==> config.mk <==
export PLATFORM = sky130hd
export DESIGN_NAME = gpr_mp
export DESIGN_NICKNAME = d
export VERILOG_FILES = /design/src/rtl/gpr_mp.sv
export SDC_FILE = /design/constraint.sdc
export NUM_CORES = 2
export LEC_CHECK = 0
export BUFFER_PORTS_ARGS = -buffer_cell sky130_fd_sc_hd__buf_2
export CELL_PAD_IN_SITES_DETAIL_PLACEMENT = 1
export CELL_PAD_IN_SITES_GLOBAL_PLACEMENT = 1
export CORE_ASPECT_RATIO = 0.7
export CORE_UTILIZATION = 50
export DETAILED_ROUTE_END_ITERATION = 12
export PLACE_DENSITY_LB_ADDON = 0.12
export SYNTH_ARGS = -nofsm -noshare
export SYNTH_HDL_FRONTEND = slang
export SYNTH_SLANG_ARGS = --single-unit
==> constraint.sdc <==
create_clock -name clk_i -period 3.8 [get_ports clk_i]
set_clock_uncertainty 0.15 [all_clocks]
set_input_delay 0.38 -clock clk_i [delete_from_list [all_inputs] [get_ports clk_i]]
set_output_delay 0.38 -clock clk_i [all_outputs]
set_load 0.02 [all_outputs]
==> src/rtl/gpr_mp.sv <==
// Multi-port GPR file: RD_PORTS combinational read ports, two byte-enabled write
// ports (port 1 wins), write-through bypass, optional zero register, busy scoreboard.

module gpr_mp_rdport #(
    parameter int DATA_W   = 32,
    parameter int ADDR_W   = 5,
    parameter int ZERO_REG = 0,
    parameter int BYPASS   = 1
) (
    input  logic [ADDR_W-1:0]   rd_addr_i,
    input  logic [DATA_W-1:0]   stored_i,
    input  logic                busy_i,
    input  logic                wr0_en_i,
    input  logic [ADDR_W-1:0]   wr0_addr_i,
    input  logic [DATA_W/8-1:0] wr0_be_i,
    input  logic [DATA_W-1:0]   wr0_data_i,
    input  logic                wr1_en_i,
    input  logic [ADDR_W-1:0]   wr1_addr_i,
    input  logic [DATA_W/8-1:0] wr1_be_i,
    input  logic [DATA_W-1:0]   wr1_data_i,
    input  logic                clr0_en_i,
    input  logic                clr1_en_i,
    output logic [DATA_W-1:0]   rd_data_o,
    output logic                rd_busy_o
);
    localparam int NB = DATA_W / 8;

    logic hit0, hit1, is_zero;

    assign hit0    = wr0_en_i && (wr0_addr_i == rd_addr_i);
    assign hit1    = wr1_en_i && (wr1_addr_i == rd_addr_i);
    assign is_zero = (ZERO_REG != 0) && (rd_addr_i == '0);

    always_comb begin
        rd_data_o = stored_i;
        if (BYPASS != 0) begin
            for (int b = 0; b < NB; b++) begin
                if (hit1 && wr1_be_i[b])
                    rd_data_o[b*8 +: 8] = wr1_data_i[b*8 +: 8];
                else if (hit0 && wr0_be_i[b])
                    rd_data_o[b*8 +: 8] = wr0_data_i[b*8 +: 8];
            end
        end
        if (is_zero)
            rd_data_o = '0;
    end

    // A clear landing this cycle already frees the operand for the reader.
    assign rd_busy_o = busy_i && !is_zero
                     && !(clr0_en_i && (wr0_addr_i == rd_addr_i))
                     && !(clr1_en_i && (wr1_addr_i == rd_addr_i));
endmodule

module gpr_mp #(
    parameter int DATA_W   = 32,
    parameter int ADDR_W   = 5,
    parameter int RD_PORTS = 2,
    parameter int ZERO_REG = 0,
    parameter int BYPASS   = 1
) (
    input  logic                         clk_i,
    input  logic                         rst_ni,
    input  logic [RD_PORTS*ADDR_W-1:0]   rd_addr_i,
    output logic [RD_PORTS*DATA_W-1:0]   rd_data_o,
    output logic [RD_PORTS-1:0]          rd_busy_o,
    input  logic                         we0_ni,
    input  logic [ADDR_W-1:0]            wr0_addr_i,
    input  logic [DATA_W/8-1:0]          wr0_be_i,
    input  logic [DATA_W-1:0]            wr0_data_i,
    input  logic                         we1_ni,
    input  logic [ADDR_W-1:0]            wr1_addr_i,
    input  logic [DATA_W/8-1:0]          wr1_be_i,
    input  logic [DATA_W-1:0]            wr1_data_i,
    input  logic                         issue_ni,
    input  logic [ADDR_W-1:0]            issue_addr_i,
    input  logic                         clr0_ni,
    input  logic                         clr1_ni,
    output logic [(1<<ADDR_W)-1:0]       busy_vec_o
);
    localparam int NB       = DATA_W / 8;
    localparam int NUM_REGS = 1 << ADDR_W;
    localparam bit ZR       = (ZERO_REG != 0);

    logic [NUM_REGS-1:0][DATA_W-1:0] regs_q, regs_d;
    logic [NUM_REGS-1:0]             busy_q, busy_d;
    logic wr0_en, wr1_en, clr0_en, clr1_en, issue_en;

    // Gating with rst_ni keeps the bypass path quiet while reset is held.
    assign wr0_en   = rst_ni && !we0_ni   && !(ZR && (wr0_addr_i == '0));
    assign wr1_en   = rst_ni && !we1_ni   && !(ZR && (wr1_addr_i == '0));
    assign issue_en = rst_ni && !issue_ni && !(ZR && (issue_addr_i == '0));
    assign clr0_en  = rst_ni && !clr0_ni;
    assign clr1_en  = rst_ni && !clr1_ni;

    always_comb begin
        regs_d = regs_q;
        for (int r = 0; r < NUM_REGS; r++) begin
            for (int b = 0; b < NB; b++) begin
                if (wr1_en && (wr1_addr_i == ADDR_W'(r)) && wr1_be_i[b])
                    regs_d[r][b*8 +: 8] = wr1_data_i[b*8 +: 8];
                else if (wr0_en && (wr0_addr_i == ADDR_W'(r)) && wr0_be_i[b])
                    regs_d[r][b*8 +: 8] = wr0_data_i[b*8 +: 8];
            end
        end
    end

    // Clears first, then issue, so a new producer on the same register stays outstanding.
    always_comb begin
        busy_d = busy_q;
        if (clr0_en)  busy_d[wr0_addr_i]   = 1'b0;
        if (clr1_en)  busy_d[wr1_addr_i]   = 1'b0;
        if (issue_en) busy_d[issue_addr_i] = 1'b1;
    end

    always_ff @(posedge clk_i or negedge rst_ni) begin
        if (!rst_ni) begin
            regs_q <= '0;
            busy_q <= '0;
        end else begin
            regs_q <= regs_d;
            busy_q <= busy_d;
        end
    end

    assign busy_vec_o = busy_q;

    for (genvar k = 0; k < RD_PORTS; k++) begin : g_rd
        logic [ADDR_W-1:0] addr;
        assign addr = rd_addr_i[k*ADDR_W +: ADDR_W];

        gpr_mp_rdport #(
            .DATA_W  (DATA_W),
            .ADDR_W  (ADDR_W),
            .ZERO_REG(ZERO_REG),
            .BYPASS  (BYPASS)
        ) u_rd (
            .rd_addr_i (addr),
            .stored_i  (regs_q[addr]),
            .busy_i    (busy_q[addr]),
            .wr0_en_i  (wr0_en),
            .wr0_addr_i(wr0_addr_i),
            .wr0_be_i  (wr0_be_i),
            .wr0_data_i(wr0_data_i),
            .wr1_en_i  (wr1_en),
            .wr1_addr_i(wr1_addr_i),
            .wr1_be_i  (wr1_be_i),
            .wr1_data_i(wr1_data_i),
            .clr0_en_i (clr0_en),
            .clr1_en_i (clr1_en),
            .rd_data_o (rd_data_o[k*DATA_W +: DATA_W]),
            .rd_busy_o (rd_busy_o[k])
        );
    end
endmodule

# After elaboration in Yosys (flattened, before gate mapping)
# Index checks and enable logic that the tools add are counted.
dict set report op_classes {
  order_cmp 8
  n_eq_ne 66
  mux 289
  bitwise_logic 5
  n_reduce_logical 495
}
# op n
set ops {}
lappend ops {{two-way mux 8 bit} 272}
lappend ops {{logical AND 1 bit} 356}
lappend ops {{binary-select mux 32 bit (select 5 bit)} 2}
lappend ops {{nonzero test 2 bit} 128}
lappend ops {{equality test 5 bit (second input constant)} 32}
lappend ops {{two-way mux 32 bit} 5}
lappend ops {{equality test 5 x 4 -> 1 bit (second input constant)} 16}
lappend ops {{bitwise AND 32 bit} 2}
lappend ops {{inverter 32 bit} 2}
lappend ops {{equality test 5 x 3 -> 1 bit (second input constant)} 8}
lappend ops {{OR 32 bit} 1}
lappend ops {{< comparator 5 x 6 -> 1 bit (second input constant)} 5}
lappend ops {{equality test 5 x 2 -> 1 bit (second input constant)} 4}
lappend ops {{equality test 5 bit} 4}
lappend ops {{demux 1 bit (select 5 bit)} 3}
lappend ops {{greater-or-equal comparator 5 x 1 -> 1 bit (second input constant)} 3}
lappend ops {{binary-select mux 1 bit (select 5 bit)} 2}
lappend ops {{equality test 5 x 1 -> 1 bit (second input constant)} 2}
lappend ops {{zero test 5 bit} 2}
lappend ops {{zero test 1 bit} 9}
lappend ops {{two-way mux 1 bit} 5}
dict set report totals {
  ff_bits 1056
  out_inout_bits 98
  wordCells 992
}

# Logic depth before layout (Yosys ltp)
dict set report logic_depth {
  ltp_word 11
  ltp_mapped 11
  mapped_depth_nobuf 6
}

# Hierarchy
# Synthesis repeated with hierarchy kept, for this count alone.
dict set report unflattened {
  cells_unflattened 7730
  hier_area_um2 70706.6
}
# mod n_inst cells_per_inst area_per_inst_um2 seq_area_each_um2
set by_module_without_submodules {}
lappend by_module_without_submodules {gpr_mp 1 7368 68394.3 26425.3}
lappend by_module_without_submodules {gpr_mp_rdport 2 181 1156.1 0.0}

# Worst setup path before layout
# Ideal clock, no wire load.
dict set report synth_timing {
  path_kind {input -> output}
  startpoint {input port wr1_addr_i[4]}
  endpoint {output port rd_data_o[40]}
  arrival_time_ps 2214
  required_time_ps 3270
  setup_slack_ps 1056
  cell_stages 7
  path_buffers 1
  cell_sequence {clkbuf_1 xor2_1 nor3_2 nand4_1 nand2_1 o22ai_1 a211oi_1}
}
dict set report synth_between {
  elab_chain_len 4
}
# item line
set synth_lines {}
lappend synth_lines {{from (decl)} 71} ;# input logic [ADDR_W-1:0] wr1_addr_i,
lappend synth_lines {{equality test 5 bit} 31} ;# assign hit1 = wr1_en_i && (wr1_addr_i == rd_addr_i);
lappend synth_lines {{logical AND 1 bit} 31}
lappend synth_lines {{logical AND 1 bit} 38} ;# if (hit1 && wr1_be_i[b])
lappend synth_lines {{two-way mux 8 bit} 38}
lappend synth_lines {{to (decl)} 64} ;# output logic [RD_PORTS*DATA_W-1:0] rd_data_o,
# Every way passes these cells.

# Final worst setup path
dict set report layout_timing {
  startpoint {input port rd_addr_i[3]}
  endpoint {output port rd_busy_o[0]}
}
dict set report layout_between {
  elab_chain_len 5
}
# item line
set layout_lines {}
lappend layout_lines {{from (decl)} 63} ;# input logic [RD_PORTS*ADDR_W-1:0] rd_addr_i,
lappend layout_lines {{branches (longest 4 deep; another with binary-select mux 1 bit (select 5 bit))} --}
lappend layout_lines {{logical AND 1 bit *} 51} ;# && !(clr1_en_i && (wr1_addr_i == rd_addr_i));
lappend layout_lines {{to (decl)} 65} ;# output logic [RD_PORTS-1:0] rd_busy_o,
# Every way passes the cells marked *. The select of a mux whose other input is x is not followed.

==> metrics.md <==
| Metric | Value |
|---|---|
| Post-CTS Setup Inserts | `0` |
| IO Count | `between 200 and 250` |
| DR WL/cell | `approximately 36 um` |
| Synth-to-layout area growth | `11.6%` |
| Post-Syn Area per Cell | `between 10 and 15 um^2` |
| Worst Setup End Kind | `output pin` |
| Syn Std Cell Area | `between 0.06 and 0.07 mm^2` |
| Lkg Pwr | `roughly 0.039 uW` |
| Final Cycle Share | `102%` |
| GRT Total Usage | `roughly 45%` |
| Most frequent cells in the layout | `mux2i_1, dfrtp_1, nand2_1` |
| Maximum capacitance violations | `2` |
| CTS sink cnt | `1056` |
| Startpoint types | `input pin` |
| Req. time, crit path | `approximately 3.3 ns` |
| DIE AREA | `between 0.1 and 0.15 mm^2` |
| Post-synthesis cell type count | `60` |
| IO Port Bufs | `about 200` |
| Number of synthesized register bits | `1056` |
| Seq/Total Area, Yosys | `roughly 38%` |
| FFs w/ async S/R, synth | `100%` |
| CP Max Fanout | `8` |
| Initial antenna violation count | `28` |
| Largest net degree at the start of global routing | `between 100 and 150` |
| Final WS setup | `-0.0845 ns` |
| Reg2reg setup slack | `2.28 ns` |
| Tmin final | `just under 4 ns` |
| Vias post-DR | `between 60000 and 70000` |
| Post-synth EDFFs | `0` |
| Clock Pin Slew Worst Setup and Hold Paths | `about 0.06 ns` |
| WHS | `about 0.044 ns` |
| Layout cells sized above 1 | `17.8%` |
| Clock buffer depth | `3` |
| Setup CP Type | `input pin to output pin` |
| Synth top area cells | `dfrtp_1, mux2i_1, mux4_2, o21ai_0, nand2_1` |
| Fill count | `14800` |
| DRT Wirelength | `about 320 mm` |
| Initial Util | `about half` |
| Final net count | `approximately 7000` |
| GP Congestion | `1.00` |
| Power Dens Cells | `456 mW/mm^2` |
| Final core occ | `~56%` |
| Clock Latency Late Sink | `roughly 0.77 ns` |
| Area leader, netlist | `dfrtp_1` |
| Top-area cell type share of the netlist area | `38.5%` |
| Count of final hold-check violations | `0` |
| Commonest non-fill, non-tap cell in the layout | `mux2i_1` |
| Core area | `0.136 mm^2` |
| Root Buffer | `clkbuf_16` |
| Chip Width | `~450 um` |
| VDD IR-drop max | `~0.37 mV` |
| Worst Hold Endpoint | `regs_q[423]$_DFFE_PN0P_` |
| Post-route DRC | `0` |
| R2R cell count | `3` |
| Hold depth | `3` |
| Hold Crit Class | `input pin to flip-flop` |
| RR Endpoint | `regs_q[294]$_DFFE_PN0P_` |
| Final Max Tran Viols | `10` |
| Die Ht | `approximately 310 um` |
| Slew at the pin with the worst max-slew slack | `around 1.6 ns` |
| Failing checks | `capacitance limit, slew limit, setup timing` |
| # rows | `113` |
| Hold_sp | `wr0_data_i[7]` |
| TritonCTS clock tree | `yes` |
| Vias/cell | `approximately 7` |
| 1st-iter DRT viols | `slightly below 9000` |
| Cells after synthesis | `between 6000 and 7000` |
| Final Setup Violations | `1` |
| Arr. time, crit path | `about 3.4 ns` |
| First-pass GRT wire length | `roughly 460 mm` |
| Post-DRT Antenna Nets | `0` |
| Vias in the first global route | `~63000` |
| Ys Warns | `0` |
| Fmax | `roughly 0.26 GHz` |
| Post-place setup slack | `-0.449 ns` |
| R2r startpoint | `regs_q[294]$_DFFE_PN0P_` |
| Num CTS Buffers | `approximately 110` |
| Max H-tree Level | `3` |
| DPL Wire Length | `~220 mm` |
| Syn Nets | `roughly 6900` |
| Overflow after GRT | `0` |
| Status | `complete, but fails checks` |
| Top FF cell, synth | `dfrtp_1` |
| Max_slew headroom | `-7.61%` |
| Unrepaired setup endpoints after global routing | `no` |
| DR pass1 iterations | `8` |
==> worst max-delay path, stage by stage <==
cell and delay (ns):
buf_2 0.48, inv_1 0.67, mux4_2 0.69, mux2i_1 0.53, a21oi_1 0.30, buf_2 0.27
==> metal layers <==
metal | wire [um] | vias to the layer above | track usage [%]
li1 | - | 25200 | -
met1 | 129000 | 32700 | 64.5
met2 | 130000 | 4346 | 62.0
met3 | 40800 | 845 | 14.5
met4 | 15600 | 22 | 19.4
met5 | 319 | - | 0.912
==> cell type report <==
cell class	instances	area, um^2	share of cell area (%)
inverter	4	17.5	0.0228
multi-input combinational	5123	39200	51.1
clock inverter	35	369	0.481
tap	1840	2300	3.00
antenna	19	47.5	0.0620
sequential	1056	26400	34.5
clock buffer	166	3430	4.48
timing repair buffer	618	4890	6.38
==> synth_stat cells, types with 7 or more instances <==
library cell and instances:
a21oi_1 479, a221o_1 30, a221oi_1 105, a22o_1 32
a22oi_1 74, and2_1 7, and3_1 52, buf_1 80
buf_2 84, buf_4 15, buf_6 38, buf_8 18
clkbuf_1 418, dfrtp_1 1056, mux2_2 46, mux2i_1 1348
mux4_2 384, nand2_1 812, nand2_2 42, nand2b_1 17
nand3_1 26, nand4_1 16, nor2_1 629, nor2b_1 22
nor3_1 111, nor3b_1 7, nor4_1 8, o21ai_0 656
o21ai_1 64, o221ai_1 11, o22ai_1 66, xnor2_1 15
==> sequential cells by signal (all words and copies together), names as in the netlist <==
name and count:
busy_vec_o 32, regs_q 1024
==> repair_timing <==
item                                   CTS  global route
hold buffers                            64             1
gates resized for setup                  1             3
endpoints found under the hold margin  465            11
setup endpoints to repair                1            64
==> report_power, final <==
part           switching, uW  internal (uW)  leakage (uW)
logic                   4590           3570        0.0229
clock network           5220           6620       0.00188
registers               1820          13100        0.0139
total                  11600          23300        0.0387
==> worst max-delay path by stage <==
| stage | endpoint | cells after the start | startpoint |
|---|---|---|---|
| after CTS | rd_busy_o[0] | 5 | busy_vec_o[7]$_DFF_PN0_ |
| after global placement | regs_q[189]$_DFFE_PN0P_ | 7 | wr0_addr_i[0] |
| after floorplan | rd_data_o[40] | 7 | wr1_addr_i[4] |
| after detailed placement | regs_q[611]$_DFFE_PN0P_ | 8 | rst_ni |
| final | rd_busy_o[0] | 6 | rd_addr_i[3] |
| after global routing | rd_data_o[25] | 9 | rd_addr_i[3] |
==> logic make-up after synthesis <==
kind of cell | count (synthesis) | share of synthesized area (%)
AOI/OAI and AO/OA | 1554 | 13.0
xor gates and xnor gates | 20 | 0.255
buffers and inverters | 661 | 4.63
DFF | 1056 | 38.5
muxes | 1778 | 33.0
and+or+nand+nor | 1771 | 10.7
==> through the flow <==
stage | cell area (um^2) | setup TNS [ns] | total power, uW | std cells
finish | 76700 | -0.0845 | 34900 | 8861
global route | 76600 | 0 | 35900 | 8854
CTS | 76600 | 0 | 34500 | 8841
detailed placement | 72200 | -20.93 | 22800 | 8576
global placement | 72100 | -69.55 | 22300 | 8572
floorplan | 68700 | 0 | 19500 | 6840
(Power assumes the default switching activity.)
